==> src/rtl/dsp_arith_pkg.sv <==
// dsp_arith_pkg: shared arithmetic helpers for the DSP datapath (adder tree sizing, signed saturation).
package dsp_arith_pkg;
   localparam int SUM_TREE_MAX_IN = 16;
   localparam int MAX_W = 128;
   function automatic int clog2(input int n);
      int r = 0;
      for (int v = n - 1; v > 0; v >>= 1) r++;
      return r;
   endfunction
   // Element count at tree level s: ceil(n / 2^s).
   function automatic int level_cnt(input int n, input int s);
      return (n + (1 << s) - 1) >> s;
   endfunction
   function automatic logic signed [MAX_W-1:0] sat_signed(input logic signed [MAX_W-1:0] value, input int width);
      logic signed [MAX_W-1:0] hi, lo;
      hi = (MAX_W'(1) <<< (width - 1)) - 1;
      lo = -hi - 1;
      return (value > hi) ? hi : (value < lo) ? lo : value;
   endfunction
endpackage

==> src/rtl/pipelined_sum_tree_if.sv <==
// pipelined_sum_tree_if: valid/ready operand and result bundle for the pipelined sum tree.
interface pipelined_sum_tree_if #(parameter int DATA_W = 64, parameter int NUM_IN = 4);
   logic [NUM_IN*DATA_W-1:0] in_data;
   logic in_valid;
   logic in_ready;
   logic [DATA_W-1:0] out_data;
   logic out_ovf;
   logic out_valid;
   logic out_ready;
   modport master (output in_data, in_valid, out_ready, input in_ready, out_data, out_ovf, out_valid);
   modport slave (input in_data, in_valid, out_ready, output in_ready, out_data, out_ovf, out_valid);
endinterface

==> src/rtl/sum_tree_level.sv <==
// sum_tree_level: one registered pairwise-add level; an odd leftover element passes through registered.
module sum_tree_level
   import dsp_arith_pkg::*;
#(
   parameter int N_IN = 2,
   parameter int W = 66
) (
   input  logic clk,
   input  logic rst_n,
   input  logic en,
   input  logic in_valid,
   input  logic [N_IN*W-1:0] in_data,
   output logic out_valid,
   output logic [level_cnt(N_IN, 1)*W-1:0] out_data
);
   localparam int N_OUT = level_cnt(N_IN, 1);
   logic [N_OUT*W-1:0] pair, sum_d, sum_q;
   logic valid_d, valid_q;
   for (genvar j = 0; j < N_OUT; j++) begin : g_pair
      if (2*j + 1 < N_IN) begin : g_add
         assign pair[j*W +: W] = in_data[2*j*W +: W] + in_data[(2*j+1)*W +: W];
      end else begin : g_pass
         assign pair[j*W +: W] = in_data[2*j*W +: W];
      end
   end
   always_comb begin
      sum_d = en ? pair : sum_q;
      valid_d = en ? in_valid : valid_q;
   end
   always_ff @(posedge clk or negedge rst_n) begin
      if (!rst_n) begin
         sum_q <= '0;
         valid_q <= 1'b0;
      end else begin
         sum_q <= sum_d;
         valid_q <= valid_d;
      end
   end
   assign out_data = sum_q;
   assign out_valid = valid_q;
endmodule

==> src/rtl/pipelined_sum_tree.sv <==
// pipelined_sum_tree: NUM_IN-operand signed adder tree, LAT registered levels, global-stall valid/ready.
// Define SUM_TREE_SAT_EN to saturate out_data on overflow instead of wrapping.
module pipelined_sum_tree
   import dsp_arith_pkg::*;
#(
   parameter int DATA_W = 64,
   parameter int NUM_IN = 4
) (
   input logic clk,
   input logic rst_n,
   pipelined_sum_tree_if.slave bus
);
   localparam int LAT = (clog2(NUM_IN) > 1) ? clog2(NUM_IN) : 1;
   localparam int FW = DATA_W + LAT;
   logic adv;
   logic [NUM_IN*FW-1:0] ext;
   logic [NUM_IN*FW-1:0] lvl [LAT+1];
   logic vld [LAT+1];
   logic signed [FW-1:0] sum;
   logic signed [MAX_W-1:0] sum_x, sat;
   assign adv = bus.out_ready | ~vld[LAT];
   assign bus.in_ready = adv;
   // Widening by LAT bits up front keeps every partial sum exact.
   for (genvar k = 0; k < NUM_IN; k++) begin : g_ext
      assign ext[k*FW +: FW] = {{LAT{bus.in_data[k*DATA_W + DATA_W - 1]}}, bus.in_data[k*DATA_W +: DATA_W]};
   end
   assign lvl[0] = ext;
   assign vld[0] = bus.in_valid;
   for (genvar s = 0; s < LAT; s++) begin : g_lvl
      localparam int NI = level_cnt(NUM_IN, s);
      localparam int NO = level_cnt(NUM_IN, s + 1);
      logic [NO*FW-1:0] lvl_sum;
      sum_tree_level #(.N_IN(NI), .W(FW)) u_lvl (
         .clk(clk),
         .rst_n(rst_n),
         .en(adv),
         .in_valid(vld[s]),
         .in_data(lvl[s][NI*FW-1:0]),
         .out_valid(vld[s+1]),
         .out_data(lvl_sum)
      );
      assign lvl[s+1] = (NUM_IN*FW)'(lvl_sum);
   end
   assign sum = lvl[LAT][FW-1:0];
   assign sum_x = MAX_W'(sum);
   assign sat = sat_signed(sum_x, DATA_W);
   assign bus.out_valid = vld[LAT];
   assign bus.out_ovf = sat != sum_x;
`ifdef SUM_TREE_SAT_EN
   assign bus.out_data = sat[DATA_W-1:0];
`else
   assign bus.out_data = sum[DATA_W-1:0];
`endif
endmodule

==> src/flat_wrapper.sv <==
// flat-port wrapper written by rule: the top's interface ports become plain ports
module pipelined_sum_tree_flat import dsp_arith_pkg::*;
#(
   parameter int DATA_W = 64,
   parameter int NUM_IN = 4
)
  (clk, rst_n, bus_in_data, bus_in_valid, bus_out_ready, bus_in_ready, bus_out_data, bus_out_ovf, bus_out_valid);
  pipelined_sum_tree_if #(.DATA_W(DATA_W), .NUM_IN(NUM_IN)) bus_i ();
  input logic clk;
  input logic rst_n;
  input wire logic [$bits(bus_i.in_data)-1:0] bus_in_data;
  input wire logic [$bits(bus_i.in_valid)-1:0] bus_in_valid;
  input wire logic [$bits(bus_i.out_ready)-1:0] bus_out_ready;
  output wire logic [$bits(bus_i.in_ready)-1:0] bus_in_ready;
  output wire logic [$bits(bus_i.out_data)-1:0] bus_out_data;
  output wire logic [$bits(bus_i.out_ovf)-1:0] bus_out_ovf;
  output wire logic [$bits(bus_i.out_valid)-1:0] bus_out_valid;
  assign bus_i.in_data = bus_in_data;
  assign bus_i.in_valid = bus_in_valid;
  assign bus_i.out_ready = bus_out_ready;
  assign bus_in_ready = bus_i.in_ready;
  assign bus_out_data = bus_i.out_data;
  assign bus_out_ovf = bus_i.out_ovf;
  assign bus_out_valid = bus_i.out_valid;
  pipelined_sum_tree #(.DATA_W(DATA_W), .NUM_IN(NUM_IN)) u_core (.clk(clk), .rst_n(rst_n), .bus(bus_i));
endmodule
==> config.mk <==
export PLATFORM = sky130hd
export DESIGN_NAME = pipelined_sum_tree_flat
export DESIGN_NICKNAME = d
export VERILOG_FILES = /design/src/rtl/dsp_arith_pkg.sv /design/src/rtl/pipelined_sum_tree_if.sv /design/src/rtl/sum_tree_level.sv /design/src/rtl/pipelined_sum_tree.sv /design/src/flat_wrapper.sv
export SDC_FILE = /design/constraint.sdc
export NUM_CORES = 1
export LEC_CHECK = 0
export CELL_PAD_IN_SITES_DETAIL_PLACEMENT = 1
export CELL_PAD_IN_SITES_GLOBAL_PLACEMENT = 1
export CORE_UTILIZATION = 40
export CTS_CLUSTER_DIAMETER = 80
export DETAILED_ROUTE_END_ITERATION = 10
export GPL_ROUTABILITY_DRIVEN = 1
export MAX_ROUTING_LAYER = met4
export PLACE_DENSITY_LB_ADDON = 0.15
export SETUP_SLACK_MARGIN = 0.05
export SYNTH_ARGS = -nofsm -noshare
export SYNTH_HDL_FRONTEND = slang
export SYNTH_SLANG_ARGS = --single-unit
==> constraint.sdc <==
create_clock -name clk -period 4.1 [get_ports clk]
set_input_delay 1.23 -clock clk [delete_from_list [all_inputs] [get_ports clk]]
set_output_delay 1.23 -clock clk [all_outputs]
set_load 0.02 [all_outputs]
==> impl_metrics.json <==
{
  "status": "complete, no violations",
  "power.density_nw_per_um2": 500,
  "synthMostInstantiatedCell": "a21oi_1",
  "synthArstFlopShare_pct": 100,
  "clk-insertion-delay-late_ns": 0.46,
  "core_area_um2": 46600,
  "syn_area_per_cell_um2": 7.88,
  "grt_pass1_vias": 20631,
  "rr_startpoint": "u_core.g_lvl[0].u_lvl.out_data[14]",
  "grt.overflow.total": 0,
  "fill_cells": 5549,
  "synth_top_flop_cell": "dfrtp_1",
  "drt-total-wl_mm": 72.5,
  "wl_met1_mm": 33.9,
  "root_buffer": "clkbuf_16",
  "period_needed_ns": 4.09,
  "tightest_slew_ns": 0.745,
  "grt_pass1_wl_mm": 112,
  "synth-edff-count": 0,
  "utilization_pct": 55.5,
  "yosys.area.top_type_share_pct": 26.2,
  "num_rows": 79,
  "antenna_found_initial": 2,
  "crit_type": "in2reg",
  "fp.dieW_um": 219,
  "instances_no_fill": 3531,
  "cp-endpoint": "u_core.g_lvl[0].u_lvl.out_data[65]",
  "holdWs_ns": 0.499,
  "numClockSinks": 198,
  "n_antenna_cell": 0,
  "avgRoutedWirePerCell_um": 20.5,
  "cp_top_family": "compound AO/OA/AOI/OAI gates",
  "critical_path_depth": 16,
  "worstPathArrival_ns": 4.43,
  "setup_violations": 0,
  "seqCellArea_um2": 4950,
  "cts_max_level": 4,
  "antenna_left": 0,
  "multi_input_area_um2": 13300,
  "synth_seq_cells": 198,
  "reg2reg_depth": 11,
  "syn_nets": 2857,
  "r2r_end": "u_core.g_lvl[1].u_lvl.out_data[65]",
  "p_leak_nw": 11.7,
  "relSlewSlack_pct": 50.3,
  "wl_met2_mm": 35.0,
  "drc_errors": 0,
  "final_nets": 3369,
  "routed.top_layer": "met4",
  "cts_made_buffers": 17,
  "drv_cap": 0,
  "clock_skew_ns": 0.0140,
  "crit_start": "bus_in_data[6]",
  "r2r_setup_slack_ns": 0.36,
  "max-vdd-ir-drop_uv": 475,
  "clk_path_buf_depth": 2,
  "synthDistinctLibCells": 83,
  "design_area_um2": 25800,
  "yosys.area.top_type": "dfrtp_1",
  "wl_met3_mm": 2.26,
  "areaGrowthSynthToFinish_pct": 36.7,
  "cp_num_buf_inv": 5,
  "die_h_um": 219,
  "via_count": 20036,
  "synth_warnings": 0,
  "netlist_area_um2": 18900,
  "crit_path_end_kind": "flip-flop",
  "grt_use_total_pct": 30.2,
  "dieArea_um2": 48100,
  "place_inst": 3474,
  "grt_start_max_net_pins": 131,
  "place_hpwl_mm": 58.2,
  "drive_gt1_share_pct": 16.6,
  "gp_congestion": 0.954,
  "final.period_utilization_pct": 99.7,
  "slew_violations": 0,
  "drtPass1Iterations": 5,
  "post-place-ws_ns": -0.839,
  "pin_count": 327,
  "finalHoldViolCount": 0,
  "start_kind": "primary input",
  "start_util_pct": 40.6,
  "synth_common_cells": "a21oi_1 (336), nor2_1 (242), nand2_1 (227)",
  "worst_hold_path_type": "reg2reg",
  "drt_iter0_drc": 1095,
  "critPathMaxFanout": 3,
  "fmax_mhz": 245,
  "avgViaCountPerCell": 5.67,
  "cts_tree": "done",
  "critical_path.max_stage_delay_ns": 0.59,
  "required_ns": 4.44,
  "ys_seq_area_share_pct": 26.2,
  "placed_area_um2": 24500,
  "io_buffers": 326,
  "synthTopCellsByArea": "dfrtp_1 (26%), ha_1 (13%), a21oi_1 (8.9%), a21o_1 (4.8%), nor2_1 (4.8%)",
  "slowest_stage": "clkdlybuf4s50_1",
  "setup_slack_ns": 0.0125,
  "syn_inst": 2400,
  "p_total_mw": 12.9,
  "path_clk_slew_ns": 0.09,
  "fin_setup_tns_ns": 0,
  "cp_cell_sequence": "clkdlybuf4s50_1 -> ha_4 -> buf_4 -> a21oi_2 -> o221ai_2 -> buf_6 -> a21oi_4 -> a2111o_1 -> a21oi_2 -> buf_4 -> o211a_1 -> a2bb2oi_2 -> buf_6 -> a21oi_4 -> nor4bb_2 -> o21ai_1"
}
==> power by group <==
group	switching [mW]	internal (mW)
Sequential	0.677	2.63
Combinational	4.40	3.40
Clock	0.825	0.985
Total	5.91	7.01
==> placed cells by master (no fill, tap or decap), types with 17 or more instances in the layout <==
| cell type | instances |
|---|---|
| nor2_1 | 240 |
| nand2b_1 | 17 |
| clkbuf_16 | 17 |
| a31oi_1 | 24 |
| a21o_1 | 120 |
| buf_4 | 333 |
| a211oi_1 | 17 |
| o21ai_1 | 17 |
| o21a_1 | 34 |
| nand2_1 | 227 |
| o21ai_0 | 140 |
| nor4_1 | 18 |
| o21bai_1 | 35 |
| a21oi_1 | 327 |
| dfrtp_1 | 198 |
| nand3_1 | 42 |
| dlymetal6s2s_1 | 21 |
| o211ai_1 | 18 |
| inv_1 | 51 |
| clkdlybuf4s50_1 | 298 |
| xor2_1 | 62 |
| nand4_1 | 59 |
| nor2b_1 | 21 |
| ha_1 | 183 |
| xnor2_1 | 96 |
| nor3_1 | 27 |
==> kinds of logic (layout without fill, tap and decap cells) <==
family,Yosys count,count (layout),share of synthesized area (%)
adder cells (fa/ha/maj),197,197,13.2
flip-flops,198,198,26.2
multiplexers,6,6,0.337
AND/OR/NAND/NOR,746,746,18.4
XOR/XNOR,161,161,7.46
buffers and inverters,233,757,5.97
AO/OA/AOI/OAI,859,859,28.4
==> how the worst min path moves through the flow <==
stage                                                  start  depth (start not counted)                                 end  slack, ns
final                     u_core.g_lvl[0].u_lvl.out_data[70]                          2  u_core.g_lvl[0].u_lvl.out_data[70]       0.50
after global routing      u_core.g_lvl[0].u_lvl.out_data[89]                          2  u_core.g_lvl[0].u_lvl.out_data[89]       0.53
after CTS                 u_core.g_lvl[0].u_lvl.out_data[66]                          2  u_core.g_lvl[0].u_lvl.out_data[66]       0.48
after detailed placement  u_core.g_lvl[0].u_lvl.out_data[66]                          2  u_core.g_lvl[0].u_lvl.out_data[66]       0.46
after global placement    u_core.g_lvl[0].u_lvl.out_data[66]                          2  u_core.g_lvl[0].u_lvl.out_data[66]       0.46
after floorplan              u_core.g_lvl[0].u_lvl.out_valid                          2     u_core.g_lvl[0].u_lvl.out_valid       0.43
==> layer usage <==
metal	vias up	global-route usage (%)
met4	0	5.86
met2	386	50.0
li1	9674	-
met3	69	2.67
met1	9907	40.3
met5	-	-
==> registers in the layout (all words and copies together), names as in the netlist <==
name and cells:
u_core.g_lvl.u_lvl.out_data 196, u_core.g_lvl.u_lvl.out_valid 2
==> worst reg2reg max path: stages (launching register included) <==
cell and delay (ns):
dfrtp_1 0.43, ha_1 0.45, a21oi_1 0.17, o211ai_1 0.24, a21oi_1 0.14, o21a_1 0.23
a2111oi_4 0.49, o2111ai_2 0.19, and2_4 0.20, o41ai_2 0.63, a31oi_1 0.18, a211o_1 0.28
==> timing repair <==
action                     in CTS  in global routing
pin swaps                      34                 41
gates resized for setup        48                 82
hold buffers                    0                  0
buffers inserted               14                 12
setup endpoints to repair      56                 56
==> cell type report <==
type | count | area share, %
Inverter | 53 | 0.799
Timing Repair Buffer | 673 | 23.3
Tap cell | 607 | 2.94
Clock inverter | 13 | 0.658
Clock buffer | 18 | 1.70
Multi-Input combinational cell | 1969 | 51.5
Sequential cell | 198 | 19.2
Note: power is estimated with default switching activity, not from simulation.
